`src/rtl/demux_stream_router_pkg.sv`:
```
// Shared constants and types for the stream demultiplexer.
package demux_pkg;

  localparam int DEMUX_N_CH = 4;
  localparam int DEMUX_DW   = 8;
  localparam int DROP_CNT_W = 8;

  typedef enum logic {
    EMPTY = 1'b0,
    FULL  = 1'b1
  } slot_state_t;

endpackage

```
`src/rtl/demux_stream_router_if.sv`:
```
// Input stream plus the fan of output streams of the router.
interface demux_stream_router_if #(
  parameter int N_CH = 4,
  parameter int DW   = 8,
  parameter int SELW = $clog2(N_CH)
);

  logic               in_valid;
  logic               in_ready;
  logic [DW-1:0]      in_data;
  logic [SELW-1:0]    in_sel;
  logic               in_bcast;
  logic [N_CH-1:0]    out_valid;
  logic [N_CH-1:0]    out_ready;
  logic [N_CH*DW-1:0] out_data;

  // Producer and consumers side.
  modport master (
    output in_valid, in_data, in_sel, in_bcast, out_ready,
    input  in_ready, out_valid, out_data
  );

  // Router side.
  modport slave (
    input  in_valid, in_data, in_sel, in_bcast, out_ready,
    output in_ready, out_valid, out_data
  );

endinterface

```
`src/rtl/demux_stream_router_out_slot.sv`:
```
// One-entry output register slice for a single channel.
//
//   state | meaning
//   EMPTY | no beat held, out_valid = 0
//   FULL  | beat held in q, out_valid = 1
module demux_out_slot
  import demux_pkg::*;
#(
  parameter int DW = DEMUX_DW
) (
  input  logic          clk,
  input  logic          rst_n,
  input  logic          load,
  input  logic [DW-1:0] d,
  input  logic          out_ready,
  output logic          out_valid,
  output logic [DW-1:0] q,
  output logic          can_load
);

  slot_state_t state;

  // Slot FSM and data register; q keeps its last value when the slot drains.
  always_ff @(posedge clk or negedge rst_n) begin
    if (!rst_n) begin
      state <= EMPTY;
      q     <= '0;
    end else begin
      if (load) begin
        state <= FULL;
        q     <= d;
      end else if (state == FULL && out_ready) begin
        state <= EMPTY;
      end
    end
  end

  assign out_valid = (state == FULL);

  // A full slot being drained this cycle can take a new beat without a bubble.
  assign can_load = !out_valid || out_ready;

endmodule

```
`src/rtl/demux_stream_router.sv`:
```
// Routes one valid/ready stream to one of N_CH registered outputs, or to all.
module demux_stream_router
  import demux_pkg::*;
#(
  parameter int N_CH = DEMUX_N_CH,
  parameter int DW   = DEMUX_DW,
  parameter int SELW = $clog2(N_CH)
) (
  input  logic                  clk,
  input  logic                  rst_n,
  demux_stream_router_if.slave  bus,
  output logic                  err_sel,
  input  logic                  err_clr,
  output logic [DROP_CNT_W-1:0] drop_cnt
);

  logic [N_CH-1:0]    can_load;
  logic [N_CH-1:0]    load;
  logic [N_CH-1:0]    out_valid_w;
  logic [N_CH*DW-1:0] out_data_w;
  logic               sel_ok;
  logic               in_ready_w;
  logic               accept;
  logic               bad_beat;

  // Extra bit keeps N_CH representable when it is a power of two.
  assign sel_ok = ({1'b0, bus.in_sel} < (SELW+1)'(N_CH));

  // Readiness never looks at in_valid; bad selects are always swallowed.
  always_comb begin
    in_ready_w = 1'b0;
    if (bus.in_bcast) begin
      in_ready_w = &can_load;
    end else if (!sel_ok) begin
      in_ready_w = 1'b1;
    end else begin
      in_ready_w = can_load[bus.in_sel];
    end
  end

  assign accept   = bus.in_valid && in_ready_w;
  assign bad_beat = accept && !bus.in_bcast && !sel_ok;

  // Per-channel load strobes; broadcast only accepts when every slot can load.
  always_comb begin
    load = '0;
    for (int k = 0; k < N_CH; k++) begin
      load[k] = accept && (bus.in_bcast || (sel_ok && bus.in_sel == SELW'(k)));
    end
  end

  for (genvar g = 0; g < N_CH; g++) begin : g_slot
    demux_out_slot #(.DW(DW)) u_slot (
      .clk       (clk),
      .rst_n     (rst_n),
      .load      (load[g]),
      .d         (bus.in_data),
      .out_ready (bus.out_ready[g]),
      .out_valid (out_valid_w[g]),
      .q         (out_data_w[g*DW +: DW]),
      .can_load  (can_load[g])
    );
  end

  assign bus.in_ready  = in_ready_w;
  assign bus.out_valid = out_valid_w;
  assign bus.out_data  = out_data_w;

  // Sticky select error; a new error beats a simultaneous clear.
  always_ff @(posedge clk or negedge rst_n) begin
    if (!rst_n) begin
      err_sel <= 1'b0;
    end else if (bad_beat) begin
      err_sel <= 1'b1;
    end else if (err_clr) begin
      err_sel <= 1'b0;
    end
  end

  // Saturating count of dropped beats, cleared only by reset.
  always_ff @(posedge clk or negedge rst_n) begin
    if (!rst_n) begin
      drop_cnt <= '0;
    end else if (bad_beat && drop_cnt != '1) begin
      drop_cnt <= drop_cnt + 1'b1;
    end
  end

endmodule

```
`src/flat_wrapper.sv`:
```
// flat-port wrapper written by rule: the top's interface ports become plain ports
module demux_stream_router_flat import demux_pkg::*;
#(
  parameter int N_CH = DEMUX_N_CH,
  parameter int DW   = DEMUX_DW,
  parameter int SELW = $clog2(N_CH)
)
  (clk, rst_n, err_sel, err_clr, drop_cnt, bus_in_valid, bus_in_data, bus_in_sel, bus_in_bcast, bus_out_ready, bus_in_ready, bus_out_valid, bus_out_data);
  demux_stream_router_if #(.N_CH(N_CH), .DW(DW), .SELW(SELW)) bus_i ();
  input  logic clk;
  input  logic rst_n;
  output logic err_sel;
  input  logic err_clr;
  output logic [DROP_CNT_W-1:0] drop_cnt;
  input wire logic [$bits(bus_i.in_valid)-1:0] bus_in_valid;
  input wire logic [$bits(bus_i.in_data)-1:0] bus_in_data;
  input wire logic [$bits(bus_i.in_sel)-1:0] bus_in_sel;
  input wire logic [$bits(bus_i.in_bcast)-1:0] bus_in_bcast;
  input wire logic [$bits(bus_i.out_ready)-1:0] bus_out_ready;
  output wire logic [$bits(bus_i.in_ready)-1:0] bus_in_ready;
  output wire logic [$bits(bus_i.out_valid)-1:0] bus_out_valid;
  output wire logic [$bits(bus_i.out_data)-1:0] bus_out_data;
  assign bus_i.in_valid = bus_in_valid;
  assign bus_i.in_data = bus_in_data;
  assign bus_i.in_sel = bus_in_sel;
  assign bus_i.in_bcast = bus_in_bcast;
  assign bus_i.out_ready = bus_out_ready;
  assign bus_in_ready = bus_i.in_ready;
  assign bus_out_valid = bus_i.out_valid;
  assign bus_out_data = bus_i.out_data;
  demux_stream_router #(.N_CH(N_CH), .DW(DW), .SELW(SELW)) u_core (.clk(clk), .rst_n(rst_n), .bus(bus_i), .err_sel(err_sel), .err_clr(err_clr), .drop_cnt(drop_cnt));
endmodule
```
`config.mk`:
```
export PLATFORM = sky130hd
export DESIGN_NAME = demux_stream_router_flat
export DESIGN_NICKNAME = d
export VERILOG_FILES = /design/src/rtl/demux_stream_router_pkg.sv /design/src/rtl/demux_stream_router_if.sv /design/src/rtl/demux_stream_router_out_slot.sv /design/src/rtl/demux_stream_router.sv /design/src/flat_wrapper.sv
export SDC_FILE = /design/constraint.sdc
export NUM_CORES = 1
export LEC_CHECK = 0
export ABC_AREA = 1
export BUFFER_PORTS_ARGS = -buffer_cell sky130_fd_sc_hd__buf_4
export CORE_UTILIZATION = 29
export CTS_BUF_LIST = sky130_fd_sc_hd__clkbuf_4
export DETAILED_ROUTE_END_ITERATION = 16
export PLACE_DENSITY_LB_ADDON = 0.3
export SETUP_SLACK_MARGIN = 0.02
export SLEW_MARGIN = 20
export SYNTH_ARGS = -nofsm -noshare
export SYNTH_HDL_FRONTEND = slang
export SYNTH_HIERARCHICAL = 1
export SYNTH_SLANG_ARGS = --single-unit
```
`constraint.sdc`:
```
create_clock -name clk -period 1.51 [get_ports clk]
set_input_delay 0.0755 -clock clk [delete_from_list [all_inputs] [get_ports clk]]
set_output_delay 0.0755 -clock clk [all_outputs]
set_load 0.05 [all_outputs]
```
After elaboration in Yosys (flattened, before gate mapping) --
Cells that the tools add are included.
Word-level totals: flip-flop bits (word level) 36, latch bits 0, RAM bits 0, memory bits (read-only) 0, input bits 19, output and inout bits 46, word-level logic and storage cells 50, memories kept 0
Cells by class: add/sub/neg operators 0, multiply operators 0, div/mod/pow operators 0, magnitude comparators 1, equality and inequality tests 3, shifts and indexed selects 0, muxes and demuxes 11, bitwise logic cells 0, reductions and logical operators 27
Operators with widths (count):
- two-way mux 1 bit | 10
- logical AND 1 bit | 9
- logical OR 1 bit | 8
- nonzero test 2 bit | 4
- equality test 2 bit (second input constant) | 2
- zero test 1 bit | 4
- AND reduction 4 bit | 1
- < comparator 2 x 3 -> 1 bit (second input constant) | 1
- binary-select mux 1 bit (select 2 bit) | 1
- equality test 2 x 1 -> 1 bit (second input constant) | 1
- zero test 2 bit | 1

Longest topological paths before layout --
Gate-level depths: netlist of the first run.
depth after elaboration 8, mapped depth 12

Cells and area by module --
The synthesis of the first run kept the hierarchy.
Modules (own cells, without submodules):
- demux_out_slot | times used 4, cells an instance 38, area each 341.6 um2, sequential area each 225.2 um2
- demux_stream_router | times used 1, cells an instance 36, area each 195.2 um2, sequential area each 0.0 um2

Worst setup path after synthesis of the first run --
Ideal clock, no wire load.
path type flip-flop to flip-flop, start register u_core.g_slot[3].u_slot.state, end register u_core.g_slot[0].u_slot.q[0], setup time 0.119 ns, data arrival time 1.507 ns, path slack -0.116 ns, stages on the path, launching flop included 12, clock period less this slack 1.626 ns, cell sequence dfrtp_1 -> nand2_1 -> nand2_1 -> nor2_1 -> nand3_1 -> nand2_1 -> nand3_2 -> nor2_1 -> buf_6 -> inv_2 -> nand2_1 -> nand2_1
Between the ends: longest elaborated chain between the ends 7
Ends and longest elaborated chain:
- from (decl) | line demux_stream_router_out_slot.sv:21 | slot_state_t state;
- from (signal assigned) | line demux_stream_router_out_slot.sv:26 | state <= EMPTY;
- from (signal assigned) | line demux_stream_router_out_slot.sv:30 | state <= FULL;
- from (signal assigned) | line demux_stream_router_out_slot.sv:33 | state <= EMPTY;
- zero test 1 bit * | line demux_stream_router_out_slot.sv:41 | assign can_load = !out_valid || out_ready;
- logical OR 1 bit * | line demux_stream_router_out_slot.sv:41
- via u_core.can_load[3] | line demux_stream_router.sv:17 | logic [N_CH-1:0] can_load;
- binary-select mux 1 bit (select 2 bit) | line demux_stream_router.sv:37 | in_ready_w = can_load[bus.in_sel];
- two-way mux 1 bit (not written as such) | line demux_stream_router.sv:37
- two-way mux 1 bit * | line demux_stream_router.sv:32 | if (bus.in_bcast) begin
- logical AND 1 bit * | line demux_stream_router.sv:41 | assign accept = bus.in_valid && in_ready_w;
- logical AND 1 bit * | line demux_stream_router.sv:48 | load[k] = accept && (bus.in_bcast || (sel_ok && bus.in_sel == SELW'(k)));
- via u_core.load[0] | line demux_stream_router.sv:18 | logic [N_CH-1:0] load;
- to (signal assigned) | line demux_stream_router_out_slot.sv:27 | q <= '0;
- to (signal assigned) | line demux_stream_router_out_slot.sv:31 | q <= d;
- to (decl) | line demux_stream_router_out_slot.sv:17 | output logic [DW-1:0] q,
The timed path passes the listed nets; every way through them passes the cells marked *. The select of a mux whose other input is x is not followed. A chain may end at the register's enable or synchronous reset.

Final worst setup path of the first run --
start register u_core.g_slot[3].u_slot.state, end output port bus_in_ready
Between the ends: longest elaborated chain between the ends 5
Ends and longest elaborated chain:
- zero test 1 bit * | line demux_stream_router_out_slot.sv:41
- logical OR 1 bit * | line demux_stream_router_out_slot.sv:41
- via u_core.can_load[3] | line demux_stream_router.sv:17
- binary-select mux 1 bit (select 2 bit) | line demux_stream_router.sv:37
- two-way mux 1 bit (not written as such) | line demux_stream_router.sv:37
- two-way mux 1 bit * | line demux_stream_router.sv:32
- to (decl) | line flat_wrapper.sv:20 | output wire logic [$bits(bus_i.in_ready)-1:0] bus_in_ready;
Marked as above.

==> results of run 1 <==
[cell usage after synthesis, drive strengths merged]
master	count	share of area, %
a21oi	3	0.96
and2	1	0.40
buf	13	7.2
conb	1	0.24
dfrtp	36	58
inv	13	3.1
nand2	111	27
nand3	4	1.9
nor2	5	1.2
o21ai	1	0.56
[worst paths after layout]
kind / slack, ns / cells past startpoint / to / from
max: -0.007 / 7 / bus_in_ready / u_core/g_slot[3].u_slot/out_valid
min: 0.02 / 4 / u_core/g_slot[0].u_slot/out_valid / bus_out_ready[0]
max reg2reg: 0.04 / 10 / u_core/g_slot[1].u_slot/q[1] / u_core/g_slot[3].u_slot/out_valid
min reg2reg: 0.49 / 2 / u_core/g_slot[2].u_slot/q[2] / u_core/g_slot[2].u_slot/q[2]
max in group asynchronous: 0.94 / 2 / u_core/g_slot[2].u_slot/out_valid / rst_n
min in group asynchronous: 0.21 / 2 / u_core/g_slot[1].u_slot/q[2] / rst_n
[where the power goes]
group	leakage, nW	total (mW)	switching (mW)	internal [mW]
combinational	0.791	1.77	1.27	0.501
sequential	0.445	1.33	0.129	1.20
clock	0.0338	0.537	0.322	0.215
[metal layers]
metal  vias to the layer above  track usage [%]  routed length (um)
met5                         -                0                   0
met4                         0            7.407                  49
met3                         6            4.497                 323
met2                        50            24.60                1765
met1                       616            19.02                1691
li1                        683                -                   -
[repair_timing]
item                                   4_1_cts  5_1_grt
setup buffers                                1        0
gates resized for setup                      3        5
endpoints found under the hold margin       71        0
setup endpoints to repair                    9       35
hold buffers                                12        0
[state kept, by name, summed over array words and instances (netlist names)]
name	flops
u_core/g_slot.u_slot/q	32
u_core/g_slot.u_slot/out_valid	4
[area by class of cell]
class,count,area share [%]
Clock inverter,1,0.1691
Clock buffer,7,2.368
Multi-Input combinational cell,134,24.86
Sequential cell,36,40.76
Inverter,13,2.198
Timing Repair Buffer,71,25.70
Tap cell,70,3.946
[cells by family after synthesis]
| logic type | share of synthesized area (%) |
|---|---|
| buf+inv | 10.34 |
| simple gates | 30.21 |
| flops | 57.69 |
| other cells | 0.2402 |
| compound gates | 1.522 |
[worst max-delay path: cells and delay by family, from the launching register on]
| family | cells | cell delay, ns |
|---|---|---|
| flops | 1 | 0.42 |
| simple gates | 6 | 0.54 |
| buf+inv | 1 | 0.14 |
[cell usage in the layout, fill, tap and decap left out]
cell type / instances
dlygate4sd3_1: 12
dfrtp_2: 3
nand2_2: 4
dfrtp_1: 33
clkbuf_4: 7
o21ai_2: 1
a21oi_1: 3
inv_2: 4
nand3_2: 2
nor2_1: 1
nor2_2: 4
nand3_1: 2
buf_8: 1
nand2_1: 107
buf_4: 58
clkinv_1: 1
and2_4: 1
conb_1: 9
inv_1: 9
==> flow_summary.toml, run 1 <==
[outcome]
status = "finished with violations"
violations = "setup timing"

[worst_setup_path]
crit_arrival_ns = 1.44
critical_path.cell_chain = "nand2_2 -> nand2_1 -> nor2_1 -> nand3_1 -> nand2_2 -> and2_4 -> buf_8"
cp_slowest_cell = "dfrtp_2"
cpMostUsedCell = "nand2_2"
startpoint_type = "flop"
crit_required_ns = 1.43
max_stage_delay_ns = 0.42
worstSetupPathType = "flop to output port"
cp-end-kind = "output port"
cp_max_fo = 3

[floorplan]
core_area_um2 = 5140
dieArea_um2 = 5682
rows = 26
initial_core_util_pct = 30.38
dieWidth_um = 75.38
die_h_um = 75.38
ios = 65

[cells_and_area]
stdcell_count = 332
nNetsFinal = 280
diodes = 0
final_core_util_pct = 43.18
multiInputGateArea_um2 = 551.8
syn_to_final_growth_pct = 42.15
seq_area_um2 = 904.6
final_cell_area_um2 = 2220
fillerInstances = 562
drive_gt1_share_pct = 32.44

[route]
viasPerCell = 4.081
first_pass_iters = 4
antenna_left = 0
vias = 1355
route.detailed.drc = 0
wl_per_cell_um = 11.54
wl_um = 3830
drtIter0Drc = 72

[global_route]
grt_pass1_vias = 1316
grt_start_max_net_pins = 37
grt_pass1_wl_um = 6292
antenna_found_initial = 0
grt_use_total_pct = 15.34
gr-total-overflow = 0

[power_and_ir_drop]
irDropWorstVdd_v = 0.0007331
power_mw = 3.640
leakage_nw = 1.270
cellPowerDensity_nw_per_um2 = 1640

[flow_run]
cap_violations = 0

[clock_network]
htreeDepth = 2
clock_latency_ns = 0.34
clkSlewWorstSetupHoldPaths_ns = 0.11
cts.sinks = 36
cts_tree = "yes"
cts_made_buffers = 5
cts_root_buf = "clkbuf_4"
clock_path_buffers = 2

[placed_design]
finalWeightedCongestion = 0.7759
pre_cts_ws_ns = 0.01232
dp.cells = 311
place_hpwl_um = 2614
numPortBuffers = 54
place_area_um2 = 2013

[timing]
final-setup-viol-count = 1
report.final.slew_viol_count = 0
fin_ws_ns = -0.006726
rsz0062_at_grt = "true"
whs_ns = 0.01518
hold_viol = 0
clock.fmax_mhz = 659.3
skew_ns = 0.005583
timing.setup.tns_ns = -0.006726
period_needed_ns = 1.517
min_period_over_period_pct = 100.4

[yosys]
syn_area_um2 = 1561
yosys_warnings = 6
synth_seq_area_share_pct = 57.69
synthCells = 188
synth_cell_types = 13
avgSynthCellArea_um2 = 8.306
synth_seq_cells = 36

[min_path]
hold_class = "input pin to flop"
(Power assumes the default switching activity.)
==> inputs of run 2 (changes only) <==
Settings changed: CORE_UTILIZATION 29 to 49, RECOVER_POWER from default to 100, SLEW_MARGIN 20 to default.
==> flow_summary.toml, run 2 (synthesized netlist as in run 1, its figures left out) <==
[route]
met3_length_um = 224
drtIter0Drc = 46
first_pass_iters = 4
antenna_left = 0
wl_met1_um = 1482
wl_per_cell_um = 11.96
highest_layer = "met4"
wl_um = 3659
wl_met2_um = 1885
vias = 1437
route.detailed.drc = 0
viasPerCell = 4.696

[worst_setup_path]
cp_slowest_cell = "dfrtp_2"
critical_path.cell_chain = "nand2_2 -> nand2_2 -> nor2_2 -> nand3_1 -> nand2_2 -> and2_4 -> buf_8"
crit_arrival_ns = 1.50
path_delay_family = "simple AND/OR/NAND/NOR gates"
cpMostUsedCell = "nand2_2"
crit_required_ns = 1.43
timing.critical_path.buf_inv = 1
critPathLaunch = "u_core/g_slot[2].u_slot/out_valid"
startpoint_type = "flop"
r2r-start = "u_core/g_slot[2].u_slot/out_valid"
max_stage_delay_ns = 0.42
cp-end-kind = "output port"
worstSetupPathType = "flop to output port"
cp_max_fo = 3

[clock_network]
clock_latency_ns = 0.35
cts.sinks = 36
clkSlewWorstSetupHoldPaths_ns = 0.11
cts_root_buf = "clkbuf_4"
cts_tree = "yes"
htreeDepth = 2
clock_path_buffers = 2
cts_setup_buffers = 0
cts_made_buffers = 5

[floorplan]
core_area_um2 = 3028
dieArea_um2 = 3416
initial_core_util_pct = 51.57
ios = 65
dieWidth_um = 58.45
die_h_um = 58.45
rows = 20

[timing]
relSlewSlack_pct = 42.10
rsz0062_at_grt = "true"
skew_ns = 0.01359
tightest_slew_ns = 0.8686
period_needed_ns = 1.577
hold_viol = 0
clock.fmax_mhz = 634.1
fin_ws_ns = -0.06711
report.final.slew_viol_count = 0
final-setup-viol-count = 9
min_period_over_period_pct = 104.4

[cells_and_area]
layout_commonest_cell = "nand2_1"
regMostFlops = "u_core/g_slot.u_slot/q"
layout_common_cells = "nand2_1, clkbuf_1, dfrtp_1"
largest_reg_flops = 32
stdcell_count = 306
nNetsFinal = 280
diodes = 0
drive_gt1_share_pct = 29.77
syn_to_final_growth_pct = 39.26

[power_and_ir_drop]
internal-power_mw = 1.723
clockPowerShare_pct = 14.7
power_frac_seq_pct = 38.4
swShare_pct = 50.55
leakage_nw = 1.154
power_mw = 3.485
cellPowerDensity_nw_per_um2 = 1603
pwr-share-comb_pct = 46.9
irDropWorstVdd_v = 0.001045
power.switching_mw = 1.761

[min_path]
hold_class = "input pin to flop"
hold_start = "bus_out_ready[1]"

[global_route]
grt_use_total_pct = 23.69
grt_start_max_net_pins = 37
gr-total-overflow = 0
grt_pass1_vias = 1350
grt_pass1_wl_um = 5913
antenna_found_initial = 0

[outcome]
status = "finished with violations"
violations = "setup timing"

[flow_run]
cap_violations = 0

[placed_design]
place_hpwl_um = 2436
dp.cells = 287
numPortBuffers = 54
pre_cts_ws_ns = 0.006401
finalWeightedCongestion = 0.7970
[run 2: cell count changes in the layout (fill, tap and decap cells not counted), moves of 3 or more]
cell	delta
clkbuf_1	+35
inv_2	-4
nand2_1	-26
buf_6	+5
inv_4	+4
nor2_2	-3
buf_4	-40
nor2_4	+4
nand2_2	+26
[run 2: layer usage]
| metal | up-vias | GRT usage (%) |
|---|---|---|
| met1 | 683 | 28.66 |
| met5 | - | 0 |
| met2 | 57 | 40.23 |
| met3 | 8 | 6.593 |
| li1 | 689 | - |
| met4 | 0 | 9.524 |
[run 2: timing repair]
| action | CTS | global route |
|---|---|---|
| hold buffers | 11 | 0 |
| setup endpoints to repair | 32 | 37 |
| resized for setup | 6 | 43 |
| endpoints found under the hold margin | 71 | 0 |
| pin swaps | 0 | 23 |
[run 2: cell type report]
type / count / area (um^2)
Sequential cell: 36 / 904.6
Fill cell: 273 / 853.3
Multi-Input combinational cell: 134 / 646.9
Timing Repair Buffer: 71 / 452.9
Inverter: 13 / 58.81
Tap cell: 44 / 55.05
Clock buffer: 6 / 45.04
Clock inverter: 2 / 11.26
[run 2: power by group through the flow]
stage               clock network (mW)  registers [mW]  logic (mW)
floorplan                            0            2.19       0.355
global placement                     0            1.36        1.70
detailed placement                   0            1.36        1.73
CTS                              0.526            1.34        1.76
global route                     0.581            1.37        1.73
finish                           0.513            1.34        1.63
[run 2: per-stage QoR]
| stage | util, % | hold WS [ns] | instance area, um^2 | setup TNS, ns |
|---|---|---|---|---|
| 6_report | 71.82 | 0.0003370 | 2175 | -0.1585 |
| 5_1_grt | 71.82 | -0.002224 | 2175 | -4.004 |
| 4_1_cts | 72.02 | -0.007565 | 2181 | -0.1972 |
| 3_5_place_dp | 65.91 | 0.05525 | 1996 | 0 |
| 3_3_place_gp | 65.91 | 0.05129 | 1996 | 0 |
| 2_1_floorplan | - | -0.2201 | 1603 | 0 |
[run 2: final timing paths]
kind | endpoint | cells after the start | slack, ns
setup / recovery | bus_in_ready | 7 | -0.07
hold / removal | u_core/g_slot[1].u_slot/out_valid | 4 | 0.0003
setup reg to reg | u_core/g_slot[3].u_slot/q[7] | 10 | -0.03
hold reg to reg | u_core/g_slot[1].u_slot/q[0] | 2 | 0.48
max in group asynchronous | u_core/g_slot[3].u_slot/out_valid | 2 | 0.53
min in group asynchronous | u_core/g_slot[2].u_slot/q[4] | 2 | 0.38
[run 2: worst min-delay path, delay by kind of cell]
kind          cells  cell delay, ns
buf+inv           2            0.11
simple gates      2            0.13
